[src/rtl/i2c_txn_seq.sv]
// i2c_txn_seq: expands one register read/write request into the byte sequence
// for the byte-level I2C engine, with a per-byte watchdog that can reset the engine.
module i2c_txn_seq #(
    parameter int unsigned TIMEOUT_CYC = 4096
) (
    input  logic        clk,
    input  logic        n_reset,
    input  logic        start,
    input  logic        rd_not_wr,
    input  logic [6:0]  dev_addr,
    input  logic [7:0]  reg_addr,
    input  logic [7:0]  wr_data,
    input  logic [2:0]  rd_len,
    output logic        busy,
    output logic        done,
    output logic        err,
    output logic [31:0] rd_data,
    output logic        byte_run,
    input  logic        byte_busy,
    output logic [7:0]  byte_wr,
    input  logic [7:0]  byte_rd,
    output logic        ack_out,
    output logic        add_stop,
    output logic        add_rpt_start,
    output logic        eng_rst_n
);
    localparam logic [15:0] TIMEOUT = 16'(TIMEOUT_CYC);

    typedef enum logic [2:0] {
        S_IDLE, S_LOAD, S_ISSUE, S_WAIT_HI, S_WAIT_LO, S_NEXT, S_DONE, S_ABORT
    } state_t;

    state_t      r_state;
    logic        r_rd;
    logic [6:0]  r_dev;
    logic [7:0]  r_reg;
    logic [7:0]  r_wdat;
    logic [2:0]  r_last;
    logic [2:0]  r_k;
    logic [15:0] r_wdog;
    logic [1:0]  r_acnt;

    logic        r_busy;
    logic        r_done;
    logic        r_err;
    logic [31:0] r_rd_data;
    logic        r_byte_run;
    logic [7:0]  r_byte_wr;
    logic        r_ack_out;
    logic        r_add_stop;
    logic        r_add_rpt_start;
    logic        r_eng_rst_n;

    logic [2:0]  w_nrd;
    logic [2:0]  w_last_idx;
    logic        w_is_last;
    logic        w_is_read;
    logic        w_wdog_exp;
    logic [7:0]  w_bwr;
    logic        w_ack;
    logic        w_stop;
    logic        w_rpt;

    always_comb begin
        w_nrd      = (rd_len == 3'd0) ? 3'd1 : ((rd_len > 3'd4) ? 3'd4 : rd_len);
        w_last_idx = rd_not_wr ? (3'd2 + w_nrd) : 3'd2;
        w_is_last  = (r_k == r_last);
        w_is_read  = r_rd && (r_k >= 3'd3);
        w_wdog_exp = (r_wdog >= (TIMEOUT - 16'd1));
    end

    // Byte k of the transaction: addr(W), reg, then either data+stop or addr(R) and reads.
    always_comb begin
        w_bwr  = 8'hFF;
        w_ack  = 1'b0;
        w_stop = 1'b0;
        w_rpt  = 1'b0;
        case (r_k)
            3'd0: w_bwr = {r_dev, 1'b0};
            3'd1: begin
                w_bwr = r_reg;
                w_rpt = r_rd;
            end
            3'd2: begin
                w_bwr  = r_rd ? {r_dev, 1'b1} : r_wdat;
                w_stop = !r_rd;
            end
            default: begin
                w_ack  = !w_is_last;
                w_stop = w_is_last;
            end
        endcase
    end

    always_ff @(posedge clk or negedge n_reset) begin
        if (!n_reset) begin
            r_state         <= S_IDLE;
            r_rd            <= 1'b0;
            r_dev           <= '0;
            r_reg           <= '0;
            r_wdat          <= '0;
            r_last          <= '0;
            r_k             <= '0;
            r_wdog          <= '0;
            r_acnt          <= '0;
            r_busy          <= 1'b0;
            r_done          <= 1'b0;
            r_err           <= 1'b0;
            r_rd_data       <= '0;
            r_byte_run      <= 1'b0;
            r_byte_wr       <= 8'hFF;
            r_ack_out       <= 1'b0;
            r_add_stop      <= 1'b0;
            r_add_rpt_start <= 1'b0;
            r_eng_rst_n     <= 1'b1;
        end else begin
            r_done     <= 1'b0;
            r_byte_run <= 1'b0;
            case (r_state)
                S_IDLE: begin
                    if (start) begin
                        r_rd      <= rd_not_wr;
                        r_dev     <= dev_addr;
                        r_reg     <= reg_addr;
                        r_wdat    <= wr_data;
                        r_last    <= w_last_idx;
                        r_k       <= '0;
                        r_rd_data <= '0;
                        r_err     <= 1'b0;
                        r_busy    <= 1'b1;
                        r_state   <= S_LOAD;
                    end
                end
                S_LOAD: begin
                    r_byte_wr       <= w_bwr;
                    r_ack_out       <= w_ack;
                    r_add_stop      <= w_stop;
                    r_add_rpt_start <= w_rpt;
                    r_byte_run      <= 1'b1;
                    r_state         <= S_ISSUE;
                end
                S_ISSUE: begin
                    r_wdog  <= '0;
                    r_state <= S_WAIT_HI;
                end
                S_WAIT_HI: begin
                    if (r_wdog != TIMEOUT) r_wdog <= r_wdog + 16'd1;
                    if (w_wdog_exp) begin
                        r_err       <= 1'b1;
                        r_eng_rst_n <= 1'b0;
                        r_acnt      <= '0;
                        r_state     <= S_ABORT;
                    end else if (byte_busy) begin
                        r_state <= S_WAIT_LO;
                    end
                end
                S_WAIT_LO: begin
                    if (r_wdog != TIMEOUT) r_wdog <= r_wdog + 16'd1;
                    if (!byte_busy) begin
                        if (w_is_read) r_rd_data <= {r_rd_data[23:0], byte_rd};
                        r_state <= S_NEXT;
                    end else if (w_wdog_exp) begin
                        r_err       <= 1'b1;
                        r_eng_rst_n <= 1'b0;
                        r_acnt      <= '0;
                        r_state     <= S_ABORT;
                    end
                end
                S_NEXT: begin
                    if (w_is_last) begin
                        r_done  <= 1'b1;
                        r_busy  <= 1'b0;
                        r_state <= S_DONE;
                    end else begin
                        r_k     <= r_k + 3'd1;
                        r_state <= S_LOAD;
                    end
                end
                S_DONE: r_state <= S_IDLE;
                S_ABORT: begin
                    // Engine reset is held for four cycles, then we wait for it to go idle.
                    if (r_acnt != 2'd3) begin
                        r_acnt <= r_acnt + 2'd1;
                    end else begin
                        r_eng_rst_n <= 1'b1;
                        if (!byte_busy) begin
                            r_busy  <= 1'b0;
                            r_state <= S_IDLE;
                        end
                    end
                end
                default: r_state <= S_IDLE;
            endcase
        end
    end

    assign busy          = r_busy;
    assign done          = r_done;
    assign err           = r_err;
    assign rd_data       = r_rd_data;
    assign byte_run      = r_byte_run;
    assign byte_wr       = r_byte_wr;
    assign ack_out       = r_ack_out;
    assign add_stop      = r_add_stop;
    assign add_rpt_start = r_add_rpt_start;
    assign eng_rst_n     = r_eng_rst_n;

endmodule

[config.mk]
export PLATFORM = sky130hd
export DESIGN_NAME = i2c_txn_seq
export DESIGN_NICKNAME = d
export VERILOG_FILES = /design/src/rtl/i2c_txn_seq.sv
export SDC_FILE = /design/constraint.sdc
export NUM_CORES = 1
export LEC_CHECK = 0
export CAP_MARGIN = 10
export CORE_MARGIN = 2
export CORE_UTILIZATION = 47
export DETAILED_ROUTE_END_ITERATION = 16
export GPL_TIMING_DRIVEN = 0
export PLACE_DENSITY_LB_ADDON = 0.12
export SYNTH_ARGS = -nofsm -noshare
export SYNTH_HDL_FRONTEND = slang
export SYNTH_SLANG_ARGS = --single-unit
[constraint.sdc]
create_clock -name clk -period 1.7 [get_ports clk]
set_input_delay 0.34 -clock clk [delete_from_list [all_inputs] [get_ports clk]]
set_output_delay 0.34 -clock clk [all_outputs]
set_load 0.005 [all_outputs]
* Word level (Yosys, flattened, before mapping)
Index checks and enable logic that the tools add are counted.
** Cells by class
- Add/subtract/negate cells :: 4
- Order comparisons :: 3
- Eq/ne operators :: 24
- Muxes and demuxes :: 46
- Reductions and logical operators :: 24
** Operators with widths (count)
- $mux 32 :: 3
- $pmux 32 s2 :: 1
- $mux 3 :: 13
- $pmux 16 s2 :: 1
- $pmux 3 s8 :: 1
- $pmux 8 s3 :: 1
- $ne 2x2->1 const B :: 10
- $add 16x1->16 const B :: 1
- $ge 16x12->1 const B :: 1
- $mux 16 :: 1
- $ne 16x13->1 const B :: 1
- $mux 1 :: 15
- $eq 3x3->1 const B :: 4
- $reduce_and 3->1 :: 4
- $reduce_and 5->1 :: 2
- $eq 3x2->1 const B :: 3
- $logic_not 3->1 :: 3
- $pmux 1 s3 :: 3
- $reduce_bool 3->1 :: 3
- $mux 8 :: 1
- $eq 3x1->1 const B :: 2
- $mux 2 :: 3
- $ne 3x3->1 const B :: 2
- $pmux 2 s3 :: 1
- 16 further kinds :: 21
** Word-level totals
- Flip-flop bits (word level) :: 99
- Input bits :: 39
- Output and inout port bits :: 48
- Word-level logic and storage cells :: 120

* Depth between registers and ports, before layout
Gate-level depths: netlist (run 1).
- Word-level depth :: 5
- Gate-level depth with buffers :: 9
- Gate-level depth less buffers :: 7

* Worst setup path before layout (run 1)
OpenSTA, ideal clock, no wires.
- Path type :: register to register
- Start point :: register r_k[0]
- End point :: register r_rd_data[10] (netlist: rd_data[10])
- Setup time :: 0.131 ns
- Data arrival time :: 1.594 ns
- Required time :: 1.569 ns
- Setup slack :: -0.025 ns
- Stages on the path, launching flop included :: 9
- Path buffers :: 1
- Period minus slack after synthesis :: 1.725 ns
- Cell sequence :: dfrtp_1 > ha_1 > ha_1 > a211o_1 > a21oi_2 > nor2_4 > buf_2 > nand3_1 > o21ai_0
** Between the ends
- Word-level cells in the longest chain between the ends :: 4
** Ends and longest elaborated chain
- start: declaration :: RTL line 39 : logic [2:0] r_k;
- start signal: assignment :: RTL line 175 : r_k <= r_k + 3'd1;
- $ge 3x2->1 :: RTL line 68 : w_is_read = r_rd && (r_k >= 3'd3);
- $logic_and 1x1->1 :: RTL line 68
- $ne 2x2->1 (no source line)
- $reduce_and 4->1 (no source line)
- end signal: assignment :: RTL line 160 : if (w_is_read) r_rd_data <= {r_rd_data[23:0], byte_rd};
- end: declaration :: RTL line 46 : logic [31:0] r_rd_data;
No other way between the ends.
A chain may end at the register's enable or synchronous reset.

* Worst setup path after layout (run 1)
- Start point :: register r_k[0]
- End point :: register r_rd_data[17] (netlist: rd_data[17])
The elaborated chain is that of the path after synthesis.

==> flow_summary.toml, run 1 <==
[drt]
num_vias = 4011
routed_wl_mm = 11.8
drc = 0
via_per_inst = 5.22
ant_nets = 0
first_pass_iters = 4
drt-wirelength-per-cell_um = 15.3
drt_iter0_drc = 162

[floorplan]
rows = 36
initial_core_util_pct = 47.8
core_area_um2 = 9680
pin_count = 87
die-area_um2 = 10700
fp.dieH_um = 103
die_w_um = 103

[grt]
grt_max_degree = 63
antenna_found_initial = 0
grt_overflow = 0
grt_usage_pct = 22.6
grt_pass1_vias = 3830
grt_pass1_wl_mm = 18.7

[place]
port_buffers = 86
dpl_cell_area_um2 = 5690
place_congestion = 0.866
dp.cells = 728
hpwl_mm = 7.79

[status]
outcome = "complete, but fails checks"
violations = "setup timing"

[cts]
cts.htree.levels = 3
cts_buffer_depth = 2
clk_latency_ps = 370
cts_tree = "yes"
clk_pin_slew_ps = 90
cts.sinks = 99
cts_made_buffers = 9
clockRootBuffer = "clkbuf_8"

[synth]
yosys_register_bits = 99
yosysSeqAreaShare_pct = 53.8
ys.warnings.count = 0
yosysUniqueCellTypes = 52
synth_area_leaders = "dfrtp_1 (49%), nand2_1 (9.4%), o21ai_0 (5.4%)"
synth_top_area_share_pct = 48.6
syn_nets = 555
syn_avg_cell_area_um2 = 9.11
yosys.area.top_type = "dfrtp_1"
syn-cell-area_um2 = 4630
synth_commonest_cells = "nand2_1 (116), dfrtp_1 (90), o21ai_0 (50)"
yosysMostFrequentCell = "nand2_1"
dominantRegCellSynth = "dfrtp_1"
synth_edf_count = 0
async_reset_ff_share_pct = 100
synthesis.instances = 508

[setup_path]
startpoint_type = "flop"
critPathCaptureType = "flop"
cp.arrival_ps = 2000
required_ps = 1960
critPathKind = "flop to flop"
crit_fanout = 10

[pwr]
ir_worst_vdd_mv = 0.973
sw_frac_of_total_pct = 38.2
p_clk_share_pct = 16.5
power_density_nw_per_um2 = 1470
internal_power_uw = 5900
switchingPower_uw = 3650
combPwrFrac_pct = 45.7
cellLeakagePower_uw = 0.00285
seqPwrFrac_pct = 37.8

[final_layout]
layout-drive-gt1-share_pct = 21.5
num-nets-final = 678
largest_reg_flops = 32
antenna_cells = 0
finish.utilization_pct = 66.9
area_growth_pct = 40.0
final_cell_count_no_fill = 769
fin_area_um2 = 6480

[timing]
fin_hold_ws_ps = 470
hold_viol_final = 0
grt_setup_unrepaired = "yes"
fmax_mhz = 575
slew_viol_final = 0
worstMarginPinSlew_ps = 513
min_period_over_period_pct = 102
relSlewSlack_pct = 64.9
setup_ws_ps = -38.8
skew_ps = 9.30
setup_violations = 28
fin_crit_ps = 1740

[run]
cap_violations = 0

[worst_hold_path]
hp-class = "flop to flop"
path summary, 6_finish.rpt:
check | startpoint | endpoint | slack [ps] | cells after the start
max in group asynchronous | n_reset | byte_wr[0] | 460 | 3
max reg2reg | r_k[0] | rd_data[17] | -40 | 8
min reg2reg | byte_wr[4] | byte_wr[4] | 470 | 2
max | r_k[0] | rd_data[17] | -40 | 8
min | byte_wr[4] | byte_wr[4] | 470 | 2
min in group asynchronous | n_reset | rd_data[30] | 500 | 2
through the flow:
stage / setup WS [ps] / TNS [ps] / total power [uW]
floorplan: 16.5 / 0 / 5600
global placement: -3370 / -349880 / 6830
detailed placement: -626 / -31860 / 6960
CTS: -51.6 / -759 / 9030
global route: -154 / -3900 / 10200
finish: -38.8 / -462 / 9540
per-layer routing:
metal	share of wire, %	global-route usage [%]	vias to the layer above
li1	-	-	1949
met1	44	31.6	1931
met2	49	35.7	116
met3	5.3	5.58	15
met4	1.4	6.07	0
met5	0	0	-
power by group through the flow:
stage | clock network, uW | registers, uW | logic [uW]
finish | 1570 | 3610 | 4370
global route | 1720 | 3680 | 4790
CTS | 1610 | 3560 | 3860
detailed placement | 0 | 3590 | 3380
global placement | 0 | 3570 | 3260
floorplan | 0 | 3480 | 2120
what timing repair did:
action / in CTS / in global routing
endpoints found under the hold margin: 36 / 0
pin swaps: 7 / 19
hold buffers: 1 / 0
resized for setup: 73 / 72
gates cloned: 0 / 0
buffers inserted: 14 / 11
setup endpoints to repair: 91 / 89
worst max-delay path, cell delays in order, from the launching register on:
cell     delay (ps)
dfrtp_2         460
ha_4            180
ha_4            140
a211o_1         250
a21oi_2         180
nor2_4          100
buf_6           160
nand3_1          80
o21ai_1          80
layout make-up:
| class | instances | area [um2] |
|---|---|---|
| fillers | 782 | 3200 |
| flip-flops and latches | 99 | 2500 |
| multi-input cells | 345 | 2200 |
| repair buffers | 113 | 1090 |
| plain buffers | 23 | 173 |
| well taps | 133 | 166 |
| clock buffers | 12 | 155 |
| inverters | 40 | 150 |
| clock inverters | 4 | 50.0 |
cells in the final DEF (no fill, tap or decap), drive strengths merged, types with 4 or more instances in the layout:
master	synthesis	layout
nor3b	4	4
xnor2	7	7
dfstp	9	9
xor2	8	8
dfrtp	90	90
ha	8	8
nor2	26	26
nor3	7	7
clkbuf	11	22
dlygate4sd2	0	9
inv	40	40
buf	13	40
nand3	46	46
a221oi	7	7
nor2b	5	5
clkdlybuf4s50	0	76
a31oi	5	5
mux2i	4	4
a21oi	13	13
o21ai	54	54
nand2	116	116
nand4	4	4
kinds of logic after synthesis:
group	Yosys count	share of synthesized area [%]
AO/OA/AOI/OAI	94	12.6
AND/OR/NAND/NOR	224	22.3
buffers and inverters	64	5.54
flip-flops	99	53.8
XOR/XNOR	15	2.84
multiplexers	4	0.865
adder cells (fa/ha/maj)	8	2.16
No activity file was read; power rests on OpenSTA's default activity.
==> run 2: changes to the inputs <==
--- a/config.mk
+++ b/config.mk
@@ -6,9 +6,11 @@
 export NUM_CORES = 1
 export LEC_CHECK = 0
 export CAP_MARGIN = 10
-export CORE_MARGIN = 2
-export CORE_UTILIZATION = 47
+export CORE_MARGIN = 3
+export CORE_UTILIZATION = 49
+export CTS_CLUSTER_DIAMETER = 80
 export DETAILED_ROUTE_END_ITERATION = 16
+export DONT_BUFFER_PORTS = 1
 export GPL_TIMING_DRIVEN = 0
 export PLACE_DENSITY_LB_ADDON = 0.12
 export SYNTH_ARGS = -nofsm -noshare
==> run 2 against run 1 <==
Against the previous run: the run ends with hold timing, setup timing left; final cell count down 15%; count of clock-buffer cells in the layout down 2; largest cell class unchanged; wire length down 7.5%; combinational power down 19%; first-iteration DRC count up 25%; via count down 9.2%; power down 7.3%; flip-flop and latch count unchanged.
==> flow_summary.toml, run 2 (synthesis gave the netlist of run 1 again) <==
[setup_path]
critPathCaptureType = "flop"
crit_path_cell_trace = "ha_4 > ha_4 > a211o_1 > a21oi_4 > nor2_4 > clkbuf_4 > o21ai_0"
worstPathBufferInverterCount = 1
cp.arrival_ps = 2060
required_ps = 1990
crit_fanout = 10
slowest_stage = "dfrtp_2"
critPathKind = "flop to flop"
crit_path_max_incr_delay_ps = 460
startpoint_type = "flop"
cpMostUsedCell = "ha_4"
cp_top_family = "compound AO/OA/AOI/OAI gates"

[floorplan]
die-area_um2 = 10700
pin_count = 87
rows = 34
initial_core_util_pct = 51.8
die_w_um = 103
fp.dieH_um = 103
core_area_um2 = 8930

[timing]
fin_hold_ws_ps = -343
fin_crit_ps = 1770
hold_viol_final = 99
slew_viol_final = 0
skew_ps = 14.6
setup_ws_ps = -73.3
setup_violations = 40
min_period_over_period_pct = 104
grt_setup_unrepaired = "yes"
relSlewSlack_pct = 65.9
worstMarginPinSlew_ps = 511
fmax_mhz = 564

[cts]
clk_latency_ps = 360
cts_made_buffers = 9
cts.htree.levels = 3
clk_pin_slew_ps = 110
cts_tree = "yes"
clockRootBuffer = "clkbuf_8"
cts.sinks = 99
cts_buffer_depth = 2

[drt]
routed_wl_mm = 10.9
via_per_inst = 5.58
drt_iter0_drc = 203
drc = 0
first_pass_iters = 6
drt-wirelength-per-cell_um = 16.7
num_vias = 3640
ant_nets = 0

[pwr]
cellLeakagePower_uw = 0.00247
ir_worst_vdd_mv = 0.903
power_density_nw_per_um2 = 1620

[run]
cap_violations = 0

[worst_hold_path]
hp-class = "input port to asynchronous set/reset pin"

[place]
place_congestion = 0.880
dpl_cell_area_um2 = 4770
port_buffers = 0
hpwl_mm = 7.12
dp_worst_setup_slack_ps = -267
dp.cells = 616

[final_layout]
nFillCells = 767
antenna_cells = 0
largest_reg_flops = 32
num-nets-final = 586
layout_common_cells = "nand2_1 (113), dfrtp_1 (85), nand3_1 (40), inv_1 (39), o21ai_1 (29)"
area_growth_pct = 18.2
layout-drive-gt1-share_pct = 21.9
final_common_cell = "nand2_1"
finish.utilization_pct = 61.3
final_cell_count_no_fill = 652
fin_area_um2 = 5470

[grt]
grt_usage_pct = 20.3
grt_pass1_vias = 3405
grt_max_degree = 100
grt_pass1_wl_mm = 17.0
grt_overflow = 0
antenna_found_initial = 0

[status]
outcome = "complete, but fails checks"
violations = "hold timing, setup timing"
[run 2: cell types whose count changed in the layout (fill, tap and decap cells not counted), sizes merged]
cell and delta:
clkbuf -2, clkdlybuf4s50 -76, clkinvlp -1, inv +3
dlygate4sd2 -9, dlygate4sd3 -1, buf -6
[run 2: what timing repair did]
item / 4_1_cts / 5_1_grt
endpoints found under the hold margin: 99 / 99
buffers inserted: 10 / 10
gates resized for setup: 50 / 65
endpoints found under the setup margin: 81 / 92
pin swaps: 10 / 11
[run 2: through the flow]
stage | setup TNS [ps] | power (uW)
6_report | -1540 | 8850
5_1_grt | -5060 | 9470
4_1_cts | -2630 | 8360
3_5_place_dp | -11900 | 6330
3_3_place_gp | -9530 | 6250
2_1_floorplan | 0 | 5600
[run 2: metal layers]
metal  vias up  wire length, um  global-route usage (%)
li1       1770                -                       -
met1      1760             4780                    28.2
met2        98             5220                    31.2
met3        12              704                    6.44
met4         0              176                    5.28
met5         -                0                       0
[run 2: worst paths after layout]
path	start	endpoint	slack [ps]	cells past startpoint
hold / removal	n_reset	rd_data[29]	-340	0
min in group clk	rd_len[1]	r_last[1]	60	1
hold reg to reg	r_wdat[2]	r_wdat[2]	480	2
setup / recovery	r_k[0]	rd_data[30]	-70	7
max in group asynchronous	n_reset	byte_wr[0]	1830	0
setup reg to reg	r_k[0]	rd_data[30]	-70	7
[run 2: worst reg2reg max path: cells and delay by family (launching register included)]
kind	cells	cell delay, ps
buffers and inverters	1	200
adder cells (fa/ha/maj)	2	320
AND/OR/NAND/NOR	1	110
AO/OA/AOI/OAI	3	620
flip-flops	1	460
[run 2: area by class of cell]
| cell class | instances | area (um2) | area share, % |
|---|---|---|---|
| plain buffers | 24 | 168 | 3.06 |
| clock buffers | 10 | 138 | 2.51 |
| clock inverters | 6 | 80.1 | 1.46 |
| inverters | 40 | 150 | 2.74 |
| multi-input cells | 345 | 2150 | 39.4 |
| flip-flops and latches | 99 | 2490 | 45.6 |
| well taps | 108 | 135 | 2.47 |
| repair buffers | 20 | 154 | 2.81 |
[run 2: power by group]
group / internal (uW) / switching [uW] / total, uW / leakage [uW]
registers: 3070 / 586 / 3660 / 0.00128
logic: 1500 / 2060 / 3560 / 0.00108
clock network: 755 / 879 / 1630 / 0.000108
total: 5330 / 3520 / 8850 / 0.00247
==> run 3: changes to the inputs <==
--- a/config.mk
+++ b/config.mk
@@ -5,14 +5,13 @@
 export SDC_FILE = /design/constraint.sdc
 export NUM_CORES = 1
 export LEC_CHECK = 0
-export CAP_MARGIN = 10
 export CORE_MARGIN = 3
 export CORE_UTILIZATION = 49
 export CTS_CLUSTER_DIAMETER = 80
 export DETAILED_ROUTE_END_ITERATION = 16
 export DONT_BUFFER_PORTS = 1
 export GPL_TIMING_DRIVEN = 0
-export PLACE_DENSITY_LB_ADDON = 0.12
+export PLACE_DENSITY = 0.66
 export SYNTH_ARGS = -nofsm -noshare
 export SYNTH_HDL_FRONTEND = slang
 export SYNTH_SLANG_ARGS = --single-unit
==> run 3 against run 2 <==
Against the previous run: the run still ends with hold timing, setup timing left; power increased by 2.3%; non-clock buffer count up 10; via count rose by 4.8%; largest cell class unchanged; critical path depth rose by 1; die area is the same; sequential power increased by 1%; highest routed layer unchanged; sequential share of layout area down 2.0 points; count of clock-buffer cells in the layout increased by 1; critical endpoint is now rd_data[20]; critical path type unchanged; utilization grew 2.9 points.
==> flow_summary.toml, run 3 (synthesis gave the netlist of run 1 again) <==
[timing]
setup_violations = 36
setup_ws_ps = -78.0
tns_ps = -1790
fmax_mhz = 562
fin_hold_ws_ps = -354
relSlewSlack_pct = 58.5
slew_viol_final = 0
fin_crit_ps = 1780
hold_viol_final = 99
worstMarginPinSlew_ps = 622
min_period_over_period_pct = 105
skew_ps = 13.9
grt_setup_unrepaired = "yes"

[setup_path]
cp.arrival_ps = 2040
startpoint_type = "flop"
timing.rr.start = "r_k[0]"
crit_fanout = 7
crit_path_max_incr_delay_ps = 460
r2r-end = "rd_data[20]"
reg2regPathDepth = 8
crit_path_cell_trace = "ha_4 > ha_4 > a211o_1 > a21oi_4 > nor2_4 > buf_6 > nand3_2 > o21ai_1"
slowest_stage = "dfrtp_2"
critPathKind = "flop to flop"
cpMostUsedCell = "ha_4"
required_ps = 1960
rrSetupSlack_ps = -80
critPathCaptureType = "flop"

[floorplan]
die_w_um = 103
pin_count = 87
rows = 34
fp.dieH_um = 103
die-area_um2 = 10700
initial_core_util_pct = 51.8
core_area_um2 = 8930

[pwr]
cellLeakagePower_uw = 0.00254
ir_worst_vdd_mv = 0.860
power_density_nw_per_um2 = 1580

[grt]
grt_pass1_vias = 3596
grt_overflow = 0
antenna_found_initial = 0
grt_usage_pct = 21.5
grt_pass1_wl_mm = 17.9
grt_max_degree = 100

[final_layout]
num-nets-final = 597
multi_input_area_um2 = 2330
ff_latch_area_um2 = 2500
nFillCells = 709
layout-drive-gt1-share_pct = 30.8
final_common_cell = "nand2_1"
layout_common_cells = "nand2_1 (113), dfrtp_1 (81), inv_1 (39), o21ai_1 (29), nand3_2 (28)"
area_growth_pct = 23.8
largest_reg_flops = 32
antenna_cells = 0

[place]
hpwl_mm = 7.32
place_congestion = 0.892
port_buffers = 0

[worst_hold_path]
hp-class = "input port to asynchronous set/reset pin"

[cts]
clk_pin_slew_ps = 100
clk_latency_ps = 380
cts_buffer_depth = 2
cts_made_buffers = 9
cts.sinks = 99
cts_tree = "yes"
cts.htree.levels = 3
clockRootBuffer = "clkbuf_8"

[drt]
via_per_inst = 5.75
first_pass_iters = 5
drt-wirelength-per-cell_um = 17.9
drc = 0
ant_nets = 0
drt_iter0_drc = 183
routed_wl_mm = 11.9
num_vias = 3814

[status]
violations = "hold timing, setup timing"
outcome = "complete, but fails checks"

[run]
cap_violations = 0
==> run 3: changes by cell type in the layout (fill, tap and decap cells not counted), moves of 3 or more <==
cell,before,now
nand3_1,40,18
o21ai_2,2,8
nor3_2,0,4
dfrtp_1,85,81
buf_8,0,3
nand3_2,6,28
dfrtp_2,5,9
buf_4,21,25
o21ai_0,23,17
nor3_1,6,3
buf_6,7,11
==> run 3: area by class of cell <==
type	count	share of cell area, %
Clock inverter	5	0.786
Multi-Input combinational cell	346	40.6
Clock buffer	11	2.47
Tap cell	108	2.36
Inverter	40	2.62
Sequential cell	99	43.6
Timing Repair Buffer	30	4.26
Buffer	24	3.32
==> run 3: power by group <==
| part | internal, uW | switching [uW] |
|---|---|---|
| clock | 594 | 858 |
| combinational | 1690 | 2200 |
| sequential | 3070 | 641 |
==> run 3: worst max-delay path by stage <==
stage,startpoint,endpoint,depth (start not counted)
after global routing,r_state[1],rd_data[20],6
after global placement,r_state[1],rd_data[16],5
after CTS,r_k[0],byte_wr[6],7
after floorplan,r_k[0],rd_data[10],8
final,r_k[0],rd_data[20],8
after detailed placement,r_state[1],rd_data[24],5
==> run 3: per-layer routing <==
layer  up-vias  share of wire (%)  track usage, %
met5         -                  0               0
met4         0                1.2            6.67
met3        17                6.7            6.71
met2       105                 50            33.7
met1      1893                 42            28.8
li1       1799                  -               -
==> run 3: per-stage QoR <==
| step | utilization, % | area (um2) | cells | total power (uW) | worst slack (ps) |
|---|---|---|---|---|---|
| 5_1_grt | 64.2 | 5730 | 663 | 9700 | -157 |
| 2_1_floorplan | - | 4640 | 508 | 5600 | 16.5 |
| 4_1_cts | 57.7 | 5160 | 641 | 8190 | -65.6 |
| 3_5_place_dp | 53.4 | 4770 | 616 | 6380 | -331 |
| 6_report | 64.2 | 5730 | 663 | 9060 | -78.0 |
| 3_3_place_gp | 53.4 | 4770 | 616 | 6270 | -240 |
==> run 3: repair_timing <==
item	CTS	global route
cloned	0	4
resized for setup	66	104
setup endpoints to repair	82	87
hold endpoints to repair	99	99
pin swaps	6	22
buffers inserted	9	18
==> run 3: worst max-delay path: cells and delay by family (launching register included) <==
family | cells | cell delay, ps
AOI/OAI and AO/OA | 3 | 540
adders and majority gates | 2 | 330
buffers and inverters | 1 | 170
DFF | 1 | 460
and+or+nand+nor | 2 | 180
